## src/rtl/rtoy_decode_stage.sv

```systemverilog
// rtoy_decode_stage: decodes one instruction beat per cycle into a registered
// bundle for execute. A small scoreboard of older destinations produces
// forwarding selects, and a load followed immediately by a consumer costs
// one bubble.
module rtoy_decode_stage #(
    parameter int FWD_DEPTH = 2,
    parameter int FW        = $clog2(FWD_DEPTH + 1)
) (
    input  logic          CLK,
    input  logic          RSTN,
    input  logic          IN_VALID,
    output logic          IN_READY,
    input  logic [31:0]   IN_INSTR,
    input  logic [31:0]   IN_PC,
    input  logic          FLUSH,
    output logic          D_VALID,
    input  logic          D_READY,
    output logic [31:0]   D_PC,
    output logic [4:0]    D_OPCODE,
    output logic [4:0]    D_RA,
    output logic [4:0]    D_RB,
    output logic [4:0]    D_RC,
    output logic [31:0]   D_IMM,
    output logic          D_WE,
    output logic          D_MEM_RD,
    output logic          D_MEM_WR,
    output logic          D_BRANCH,
    output logic          D_ILLEGAL,
    output logic [FW-1:0] D_FWD_B,
    output logic [FW-1:0] D_FWD_C,
    output logic [FW-1:0] D_FWD_S
);

    typedef enum logic [4:0] {
        OP_ADDI = 5'd0,  OP_ANDI = 5'd1,  OP_ORI  = 5'd2,  OP_MOVI = 5'd3,
        OP_ADD  = 5'd4,  OP_SUB  = 5'd5,  OP_NEG  = 5'd6,  OP_NOT  = 5'd7,
        OP_AND  = 5'd8,  OP_OR   = 5'd9,  OP_XOR  = 5'd10, OP_LSR  = 5'd11,
        OP_ASR  = 5'd12, OP_SHL  = 5'd13, OP_ROR  = 5'd14, OP_BR   = 5'd15,
        OP_BRL  = 5'd16, OP_J    = 5'd17, OP_JL   = 5'd18, OP_LD   = 5'd19,
        OP_LDR  = 5'd20, OP_ST   = 5'd21, OP_STR  = 5'd22
    } opcode_e;

    // Instruction fields of the incoming beat
    logic [4:0]  in_op;
    logic [4:0]  in_ra;
    logic [4:0]  in_rb;
    logic [4:0]  in_rc;
    logic [31:0] imm_sext17;
    logic [31:0] imm_zext17;
    logic [31:0] imm_sext22;
    logic [31:0] imm_shamt;
    logic [31:0] imm_br;

    assign in_op      = IN_INSTR[31:27];
    assign in_ra      = IN_INSTR[26:22];
    assign in_rb      = IN_INSTR[21:17];
    assign in_rc      = IN_INSTR[16:12];
    assign imm_sext17 = {{15{IN_INSTR[16]}}, IN_INSTR[16:0]};
    assign imm_zext17 = {15'b0, IN_INSTR[16:0]};
    assign imm_sext22 = {{10{IN_INSTR[21]}}, IN_INSTR[21:0]};
    assign imm_shamt  = {27'b0, IN_INSTR[4:0]};
    assign imm_br     = {29'b0, IN_INSTR[2:0]};

    // Decoded control for the incoming beat
    logic        dec_rd_b;
    logic        dec_rd_c;
    logic        dec_rd_s;
    logic        dec_we;
    logic        dec_mem_rd;
    logic        dec_mem_wr;
    logic        dec_branch;
    logic        dec_illegal;
    logic [31:0] dec_imm;

    // Opcode decode: source reads, write enable, class flags and immediate
    always_comb begin
        // NOTE: every output gets a default before the case so no path leaves
        // a signal unassigned, which would otherwise infer a latch.
        dec_rd_b    = 1'b0;
        dec_rd_c    = 1'b0;
        dec_rd_s    = 1'b0;
        dec_we      = 1'b0;
        dec_mem_rd  = 1'b0;
        dec_mem_wr  = 1'b0;
        dec_branch  = 1'b0;
        dec_illegal = 1'b0;
        dec_imm     = 32'b0;
        case (in_op)
            OP_ADDI: begin
                dec_rd_b = 1'b1;
                dec_we   = 1'b1;
                dec_imm  = imm_sext17;
            end
            OP_ANDI, OP_ORI: begin
                dec_rd_b = 1'b1;
                dec_we   = 1'b1;
                dec_imm  = imm_zext17;
            end
            OP_MOVI: begin
                dec_we  = 1'b1;
                dec_imm = imm_sext17;
            end
            OP_ADD, OP_SUB, OP_AND, OP_OR, OP_XOR: begin
                dec_rd_b = 1'b1;
                dec_rd_c = 1'b1;
                dec_we   = 1'b1;
            end
            OP_NEG, OP_NOT: begin
                dec_rd_c = 1'b1;
                dec_we   = 1'b1;
            end
            OP_LSR, OP_ASR, OP_SHL, OP_ROR: begin
                // INSTR[5] picks an immediate shift amount over register rc
                dec_rd_b = 1'b1;
                dec_we   = 1'b1;
                if (IN_INSTR[5]) begin
                    dec_imm = imm_shamt;
                end else begin
                    dec_rd_c = 1'b1;
                end
            end
            OP_BR, OP_BRL: begin
                dec_rd_b   = 1'b1;
                dec_rd_c   = 1'b1;
                dec_branch = 1'b1;
                dec_we     = (in_op == OP_BRL);
                dec_imm    = imm_br;
            end
            OP_J, OP_JL: begin
                dec_branch = 1'b1;
                dec_we     = (in_op == OP_JL);
                dec_imm    = imm_sext22;
            end
            OP_LD: begin
                dec_rd_b   = 1'b1;
                dec_we     = 1'b1;
                dec_mem_rd = 1'b1;
                dec_imm    = imm_sext17;
            end
            OP_LDR: begin
                dec_we     = 1'b1;
                dec_mem_rd = 1'b1;
                dec_imm    = imm_sext22;
            end
            OP_ST: begin
                dec_rd_b   = 1'b1;
                dec_rd_s   = 1'b1;
                dec_mem_wr = 1'b1;
                dec_imm    = imm_sext17;
            end
            OP_STR: begin
                dec_rd_s   = 1'b1;
                dec_mem_wr = 1'b1;
                dec_imm    = imm_sext22;
            end
            default: begin
                dec_illegal = 1'b1;
            end
        endcase
    end

    // Handshake: the D register moves whenever it is empty or being taken
    logic advance;
    logic load_hazard;
    logic stall;
    logic sb_shift;

    assign advance = !D_VALID || D_READY;

    // A load still sitting in D cannot forward to its immediate consumer
    assign load_hazard = D_VALID && D_WE && D_MEM_RD &&
                         ((dec_rd_b && (in_rb == D_RA)) ||
                          (dec_rd_c && (in_rc == D_RA)) ||
                          (dec_rd_s && (in_ra == D_RA)));

    assign stall    = IN_VALID && advance && load_hazard;
    assign IN_READY = (advance && !stall) || FLUSH;

    // Flush kills only D; older producers already in flight stay tracked
    assign sb_shift = advance && !FLUSH;

    // Scoreboard of older destinations; index 0 is the youngest entry
    logic       sb_valid  [FWD_DEPTH];
    logic [4:0] sb_dest   [FWD_DEPTH];
    logic       sb_load   [FWD_DEPTH];
    logic       nxt_valid [FWD_DEPTH];
    logic [4:0] nxt_dest  [FWD_DEPTH];
    logic       nxt_load  [FWD_DEPTH];

    // Next scoreboard: shift the leaving D bundle in on advance, else hold
    always_comb begin
        if (sb_shift) begin
            nxt_valid[0] = D_VALID && D_WE;
            nxt_dest[0]  = D_RA;
            nxt_load[0]  = D_MEM_RD;
        end else begin
            nxt_valid[0] = sb_valid[0];
            nxt_dest[0]  = sb_dest[0];
            nxt_load[0]  = sb_load[0];
        end
        for (int k = 1; k < FWD_DEPTH; k++) begin
            if (sb_shift) begin
                nxt_valid[k] = sb_valid[k-1];
                nxt_dest[k]  = sb_dest[k-1];
                nxt_load[k]  = sb_load[k-1];
            end else begin
                nxt_valid[k] = sb_valid[k];
                nxt_dest[k]  = sb_dest[k];
                nxt_load[k]  = sb_load[k];
            end
        end
    end

    // Forwarding selects, matched against the scoreboard the bundle will see
    // while it sits in D; the youngest matching producer wins.
    logic [FW-1:0] dec_fwd_b;
    logic [FW-1:0] dec_fwd_c;
    logic [FW-1:0] dec_fwd_s;

    // Priority search from oldest to youngest so the youngest match is kept
    always_comb begin
        dec_fwd_b = '0;
        dec_fwd_c = '0;
        dec_fwd_s = '0;
        for (int k = FWD_DEPTH - 1; k >= 0; k--) begin
            if (nxt_valid[k] && dec_rd_b && (nxt_dest[k] == in_rb)) begin
                dec_fwd_b = FW'(k + 1);
            end
            if (nxt_valid[k] && dec_rd_c && (nxt_dest[k] == in_rc)) begin
                dec_fwd_c = FW'(k + 1);
            end
            if (nxt_valid[k] && dec_rd_s && (nxt_dest[k] == in_ra)) begin
                dec_fwd_s = FW'(k + 1);
            end
        end
    end

    // Scoreboard state register
    always_ff @(posedge CLK or negedge RSTN) begin
        // NOTE: the scoreboard is only a few flops and must read as empty
        // straight out of reset, so every entry is reset, not just valid bits.
        if (!RSTN) begin
            for (int k = 0; k < FWD_DEPTH; k++) begin
                sb_valid[k] <= 1'b0;
                sb_dest[k]  <= 5'b0;
                sb_load[k]  <= 1'b0;
            end
        end else begin
            for (int k = 0; k < FWD_DEPTH; k++) begin
                sb_valid[k] <= nxt_valid[k];
                sb_dest[k]  <= nxt_dest[k];
                sb_load[k]  <= nxt_load[k];
            end
        end
    end

    // Output bundle register: flush, then bubble on stall/empty, then load
    always_ff @(posedge CLK or negedge RSTN) begin
        // NOTE: state is written with non-blocking assignments so every flop
        // samples the pre-edge values regardless of statement order.
        if (!RSTN) begin
            D_VALID   <= 1'b0;
            D_PC      <= 32'b0;
            D_OPCODE  <= 5'b0;
            D_RA      <= 5'b0;
            D_RB      <= 5'b0;
            D_RC      <= 5'b0;
            D_IMM     <= 32'b0;
            D_WE      <= 1'b0;
            D_MEM_RD  <= 1'b0;
            D_MEM_WR  <= 1'b0;
            D_BRANCH  <= 1'b0;
            D_ILLEGAL <= 1'b0;
            D_FWD_B   <= '0;
            D_FWD_C   <= '0;
            D_FWD_S   <= '0;
        end else if (FLUSH) begin
            D_VALID <= 1'b0;
        end else if (advance) begin
            if (IN_VALID && !stall) begin
                D_VALID   <= 1'b1;
                D_PC      <= IN_PC;
                D_OPCODE  <= in_op;
                D_RA      <= in_ra;
                D_RB      <= in_rb;
                D_RC      <= in_rc;
                D_IMM     <= dec_imm;
                D_WE      <= dec_we;
                D_MEM_RD  <= dec_mem_rd;
                D_MEM_WR  <= dec_mem_wr;
                D_BRANCH  <= dec_branch;
                D_ILLEGAL <= dec_illegal;
                D_FWD_B   <= dec_fwd_b;
                D_FWD_C   <= dec_fwd_c;
                D_FWD_S   <= dec_fwd_s;
            end else begin
                D_VALID <= 1'b0;
            end
        end
    end

endmodule

```

## config.mk

```make
export PLATFORM = sky130hd
export DESIGN_NAME = rtoy_decode_stage
export DESIGN_NICKNAME = d
export VERILOG_FILES = /design/src/rtl/rtoy_decode_stage.sv
export SDC_FILE = /design/constraint.sdc
export NUM_CORES = 1
export LEC_CHECK = 0
export BUFFER_PORTS_ARGS = -buffer_cell sky130_fd_sc_hd__clkbuf_2
export CORE_MARGIN = 10
export CORE_UTILIZATION = 35
export DETAILED_ROUTE_END_ITERATION = 16
export GPL_ROUTABILITY_DRIVEN = 1
export PLACE_DENSITY = 0.71
export SYNTH_ARGS = -nofsm -noshare
export SYNTH_HDL_FRONTEND = slang
export SYNTH_SLANG_ARGS = --single-unit
```

## constraint.sdc

```tcl
create_clock -name CLK -period 6.8 [get_ports CLK]
set_input_delay 0.34 -clock CLK [delete_from_list [all_inputs] [get_ports CLK]]
set_output_delay 0.34 -clock CLK [all_outputs]
set_load 0.05 [all_outputs]
```

* After elaboration in Yosys (flattened, before gate mapping)
Cells that the tools add are included.
Word-level totals: bits in registers 108, input port bits 69, output and inout bits 97, logic and storage cells 120
Operators by class: equal/unequal tests 31, multiplexer cells 23, bitwise gates (word level) 1, reduce and logical (&&, ||, !) cells 46
Operators by type and width (number):
- case mux 32 bit (5 select lines) | 1
- == test 5 bit | 9
- == test 5 x 4 -> 1 bit (second input constant) | 8
- == test 5 bit (second input constant) | 7
- logical AND 1 bit | 23
- OR reduction 23 bit | 1
- == test 5 x 3 -> 1 bit (second input constant) | 4
- OR reduction 17 bit | 1
- OR reduction 16 bit | 1
- OR reduction 4 bit | 4
- two-way mux 5 bit | 3
- two-way mux 2 bit | 6
- two-way mux 1 bit | 11
- == test 5 x 2 -> 1 bit (second input constant) | 2
- OR reduction 2 bit | 5
- OR reduction 9 bit | 1
- == test 5 x 1 -> 1 bit (second input constant) | 1
- zero test 5 bit | 1
- logical OR 1 bit | 4
- zero test 1 bit | 3
- case mux 1 bit (3 select lines) | 1
- AND reduction 3 bit | 1
- case mux 1 bit (2 select lines) | 1
- nonzero test 2 bit | 1
- NOT 1 bit | 1

* Longest topological paths before layout
depth after elaboration 13, depth in mapped cells 9, depth with buffers taken out 7

* Worst setup path after synthesis
Ideal clock, no wire load.
path type register to output, from register D_RA[3], to output IN_READY, data arrival time 2286 ps, required time 6460 ps, path slack 4174 ps, cell stages (with the launch flop) 8, buffers on the path 2, path through dfrtp_1 > buf_2 > xor2_1 > nor3_1 > nand4_1 > o221ai_2 > clkbuf_1 > o21bai_1
On the way: longest elaborated chain between the ends 9, elaborated cells between the ends (all ways) 13, classes of those cells 3 x eq/ne; 10 x reduce/logical
Ends and longest elaborated chain:
- start: declaration | RTL line 20 | output logic [4:0] D_RA,
- start signal: assignment | RTL line 284 | D_RA <= in_ra;
- == test 5 bit (on tied branches) | RTL line 172, 173
- logical AND 1 bit (on tied branches) | RTL line 172, 173
- logical OR 1 bit | RTL line 172 | ((dec_rd_b && (in_rb == D_RA)) ||
- logical OR 1 bit (*) | RTL line 173 | (dec_rd_c && (in_rc == D_RA)) ||
- logical AND 1 bit (*) | RTL line 171 | assign load_hazard = D_VALID && D_WE && D_MEM_RD &&
- logical AND 1 bit (*) | RTL line 176 | assign stall = IN_VALID && advance && load_hazard;
- zero test 1 bit (*) | RTL line 177 | assign IN_READY = (advance && !stall) || FLUSH;
- logical AND 1 bit (*) | RTL line 177
- logical OR 1 bit (*) | RTL line 177
- end: declaration | RTL line 12 | output logic IN_READY,
Mark *: on every way between the ends. The rest lies on a longest branch, timed or not.

* Final worst setup path
from register D_VALID, to register D_FWD_B[0]
On the way: longest elaborated chain between the ends 7, elaborated cells between the ends (all ways) 17, classes of those cells 1 x eq/ne; 3 x mux; 13 x reduce/logical
Ends and longest elaborated chain:
- start: declaration | RTL line 16 | output logic D_VALID,
- start signal: assignment | RTL line 262 | D_VALID <= 1'b0;
- start signal: assignment | RTL line 278 | D_VALID <= 1'b0;
- start signal: assignment | RTL line 281 | D_VALID <= 1'b1;
- zero test 1 bit / logical AND 1 bit (equally long branches) | RTL line 168, 171, 193
- logical OR 1 bit / logical AND 1 bit (equally long branches) | RTL line 168, 171
- logical AND 1 bit (on tied branches) | RTL line 180, 171, 176
- two-way mux 5 bit (tied with other cells) | RTL line 192 | if (sb_shift) begin
- == test 5 bit (tied with other cells) | RTL line 226 | if (nxt_valid[k] && dec_rd_b && (nxt_dest[k] == in_rb)) begin
- logical AND 1 bit (on tied branches) | RTL line 226, 280
- two-way mux 2 bit / AND reduction 3 bit (equally long branches)
- end signal: assignment | RTL line 293 | D_FWD_B <= dec_fwd_b;
- end: declaration | RTL line 29 | output logic [FW-1:0] D_FWD_B,
Parallel ways exist; a longest one is shown, timed or not. A chain may end at the register's enable or synchronous reset.

==> impl_metrics.ini <==
[run_status]
status = complete, no violations

[drt]
drt_iter0_drc = 323
avgRoutedWirePerCell_um = 19.1
num_vias = 4294
routed_wl_mm = 15.6
first_pass_iters = 5
drcViolationCount = 0
vias_per_cell = 5.25
final_antenna_net_count = 0

[grt]
grt_pass1_wl_mm = 24.9
grt-ovfl-total = 0
grt_max_degree = 83
grt_pass1_vias = 4367
antenna_found_initial = 0
track_usage = 0.157

[min_path]
hold_path_class = in2reg

[finish]
num_antenna_cells = 0
fillers = 1415
drive_above_1_share = 0.372
syn2layout_area_growth_pct = 23.6
fin_nets = 698

[die]
ios = 166
die_y_um = 141
rows = 44
core_area_um2 = 14400
initial_core_util = 0.354
dieArea_um2 = 19800
fp.dieW_um = 141

[setup_path]
reg2reg_setup_slack_ps = 3540
worstPathMaxFanout = 44
required_ps = 7040
startpoint_type = register
critPathKind = reg2reg
cp_cell_sequence = nor2b_2, nor2_1, nand2_1, buf_4, nor2_4, buf_4, mux2_2
crit_path_frequent_cell = buf_4
slowest_stage = nor2_1
max_stage_delay_ps = 710
endpoint_kind = register
cp.arrival_ps = 3500

[timing]
final_hold_viol_count = 0
fin_skew_ps = 10.7
fmax_mhz = 306
period_needed_ps = 3260
worst_pin_slew_ps = 1070
relSlewSlack = 0.284
final-setup-viol-count = 0
tns_ps = 0
rsz0062_at_grt = false
min_period_over_period = 0.480
drv_slew = 0

[placed_design]
gp_congestion = 0.925
dp.final_hpwl_mm = 11.6
port_buffers = 165

[clocking]
h-tree-depth = 3
clkSinkCount = 98
cts_buffer_depth = 2
root_buffer = clkbuf_16
cts_buffers = 9
clk_pin_slew_ps = 70
post-cts-setup-buffer-count = 0
clkLatencyLatePin_ps = 360
cts_tree = yes

[yosys]
ys_types = 55
synth_area_per_cell_um2 = 10.3
yosysWarnings = 0
seq_area_frac_synth = 0.480
yosys-top-cells-area = dfrtp_1 (48%), mux2_2 (7.5%), o21ai_0 (5.0%)
synthTopCellsByCount = dfrtp_1 (98), o21ai_0 (51), mux2_2 (34), inv_1 (33), nand2_1 (26)
synthCells = 497
synth_top_area_cell = dfrtp_1
syn_nets = 566
synth_area_um2 = 5110
ys.flop_type = dfrtp_1
ys_async_sr_fraction = 1.00
post-synth-top-area-fraction = 0.480
synth_edf_count = 0
yosys.cell_count.top_type = dfrtp_1
synth-seq-cells = 98

[pwr]
p_leak_nw = 3.02
power.density_nw_per_um2 = 315
ir_drop_v = 0.000231
total_power_mw = 1.99

[run]
cap_violations = 0
[metal layers]
layer,GRT usage,share of wire
met5,0,0
met4,0.0418,0.018
met3,0.0860,0.12
met2,0.232,0.45
met1,0.194,0.41
[final cells by class]
cell class,instances,area (um2),share of cell area
Sequential cell,98,2450,0.388
Inverter,33,124,0.0196
Clock inverter,5,100,0.0158
Multi-Input combinational cell,316,2280,0.361
Clock buffer,11,253,0.0400
Tap cell,184,230,0.0365
Timing Repair Buffer,171,876,0.139
[worst max-delay path: cells and delay by family, from the launching register on]
kind	cells	cell delay [ps]
flip-flops	1	430
AND/OR/NAND/NOR	4	1420
buffers and inverters	2	860
multiplexers	1	400
[cell families (layout without fill, tap and decap cells)]
group,after synthesis,count (layout),synth area share
flip-flops,98,98,0.480
adder cells (fa/ha/maj),1,1,0.00196
buffers and inverters,83,220,0.0754
AND/OR/NAND/NOR,100,100,0.103
AO/OA/AOI/OAI,126,126,0.160
XOR/XNOR,28,28,0.0480
multiplexers,61,61,0.132
[power breakdown]
group / switching [mW] / internal (mW)
combinational: 0.472 / 0.175
clock: 0.224 / 0.378
sequential: 0.0719 / 0.669
total: 0.768 / 1.22
[registers in the layout, summed over array words and instances (netlist names), 5 cells and up]
name      cells
D_PC         32
D_IMM        22
sb_dest      10
D_OPCODE      5
D_RA          5
D_RB          5
D_RC          5
[stage by stage]
| step | hold slack, ps | setup WS (ps) | util | instances | instance area, um2 |
|---|---|---|---|---|---|
| 2_1_floorplan | 44.4 | 4170 | - | 497 | 5110 |
| 3_3_place_gp | 212 | 3690 | 0.413 | 801 | 5950 |
| 3_5_place_dp | 213 | 3600 | 0.413 | 801 | 5950 |
| 4_1_cts | 188 | 3570 | 0.438 | 818 | 6320 |
| 5_1_grt | 190 | 3250 | 0.438 | 818 | 6320 |
| 6_report | 199 | 3540 | 0.438 | 818 | 6320 |
[final timing paths]
path | from | end | depth (start not counted)
setup / recovery | D_VALID | D_FWD_B[0] | 7
hold / removal | IN_PC[23] | D_PC[23] | 2
setup reg to reg | D_VALID | D_FWD_B[0] | 7
hold reg to reg | D_PC[13] | D_PC[13] | 1
max in group asynchronous | RSTN | D_PC[7] | 3
min in group asynchronous | RSTN | D_PC[18] | 2
[cell usage in the layout (no fill, tap or decap), drive strengths merged, types with 4 or more instances in the layout]
master | synthesis | final
xnor2 | 12 | 12
a31o | 7 | 7
inv | 33 | 33
o22ai | 9 | 9
nor4 | 5 | 5
nand2 | 26 | 26
nand2b | 9 | 9
xor2 | 16 | 16
nor3 | 11 | 11
buf | 36 | 6
a31oi | 4 | 4
mux2 | 51 | 51
dfrtp | 98 | 98
nor2b | 13 | 13
nor2 | 12 | 12
o21ai | 51 | 51
nand3 | 5 | 5
mux2i | 10 | 10
nand4 | 6 | 6
o31ai | 4 | 4
clkbuf | 14 | 175
a21oi | 22 | 22
o21a | 6 | 6
[repair_timing]
item                      CTS  global route
gates resized for setup     0             0
hold buffers                1             0
hold endpoints to repair   16             0
(Power assumes the default switching activity.)
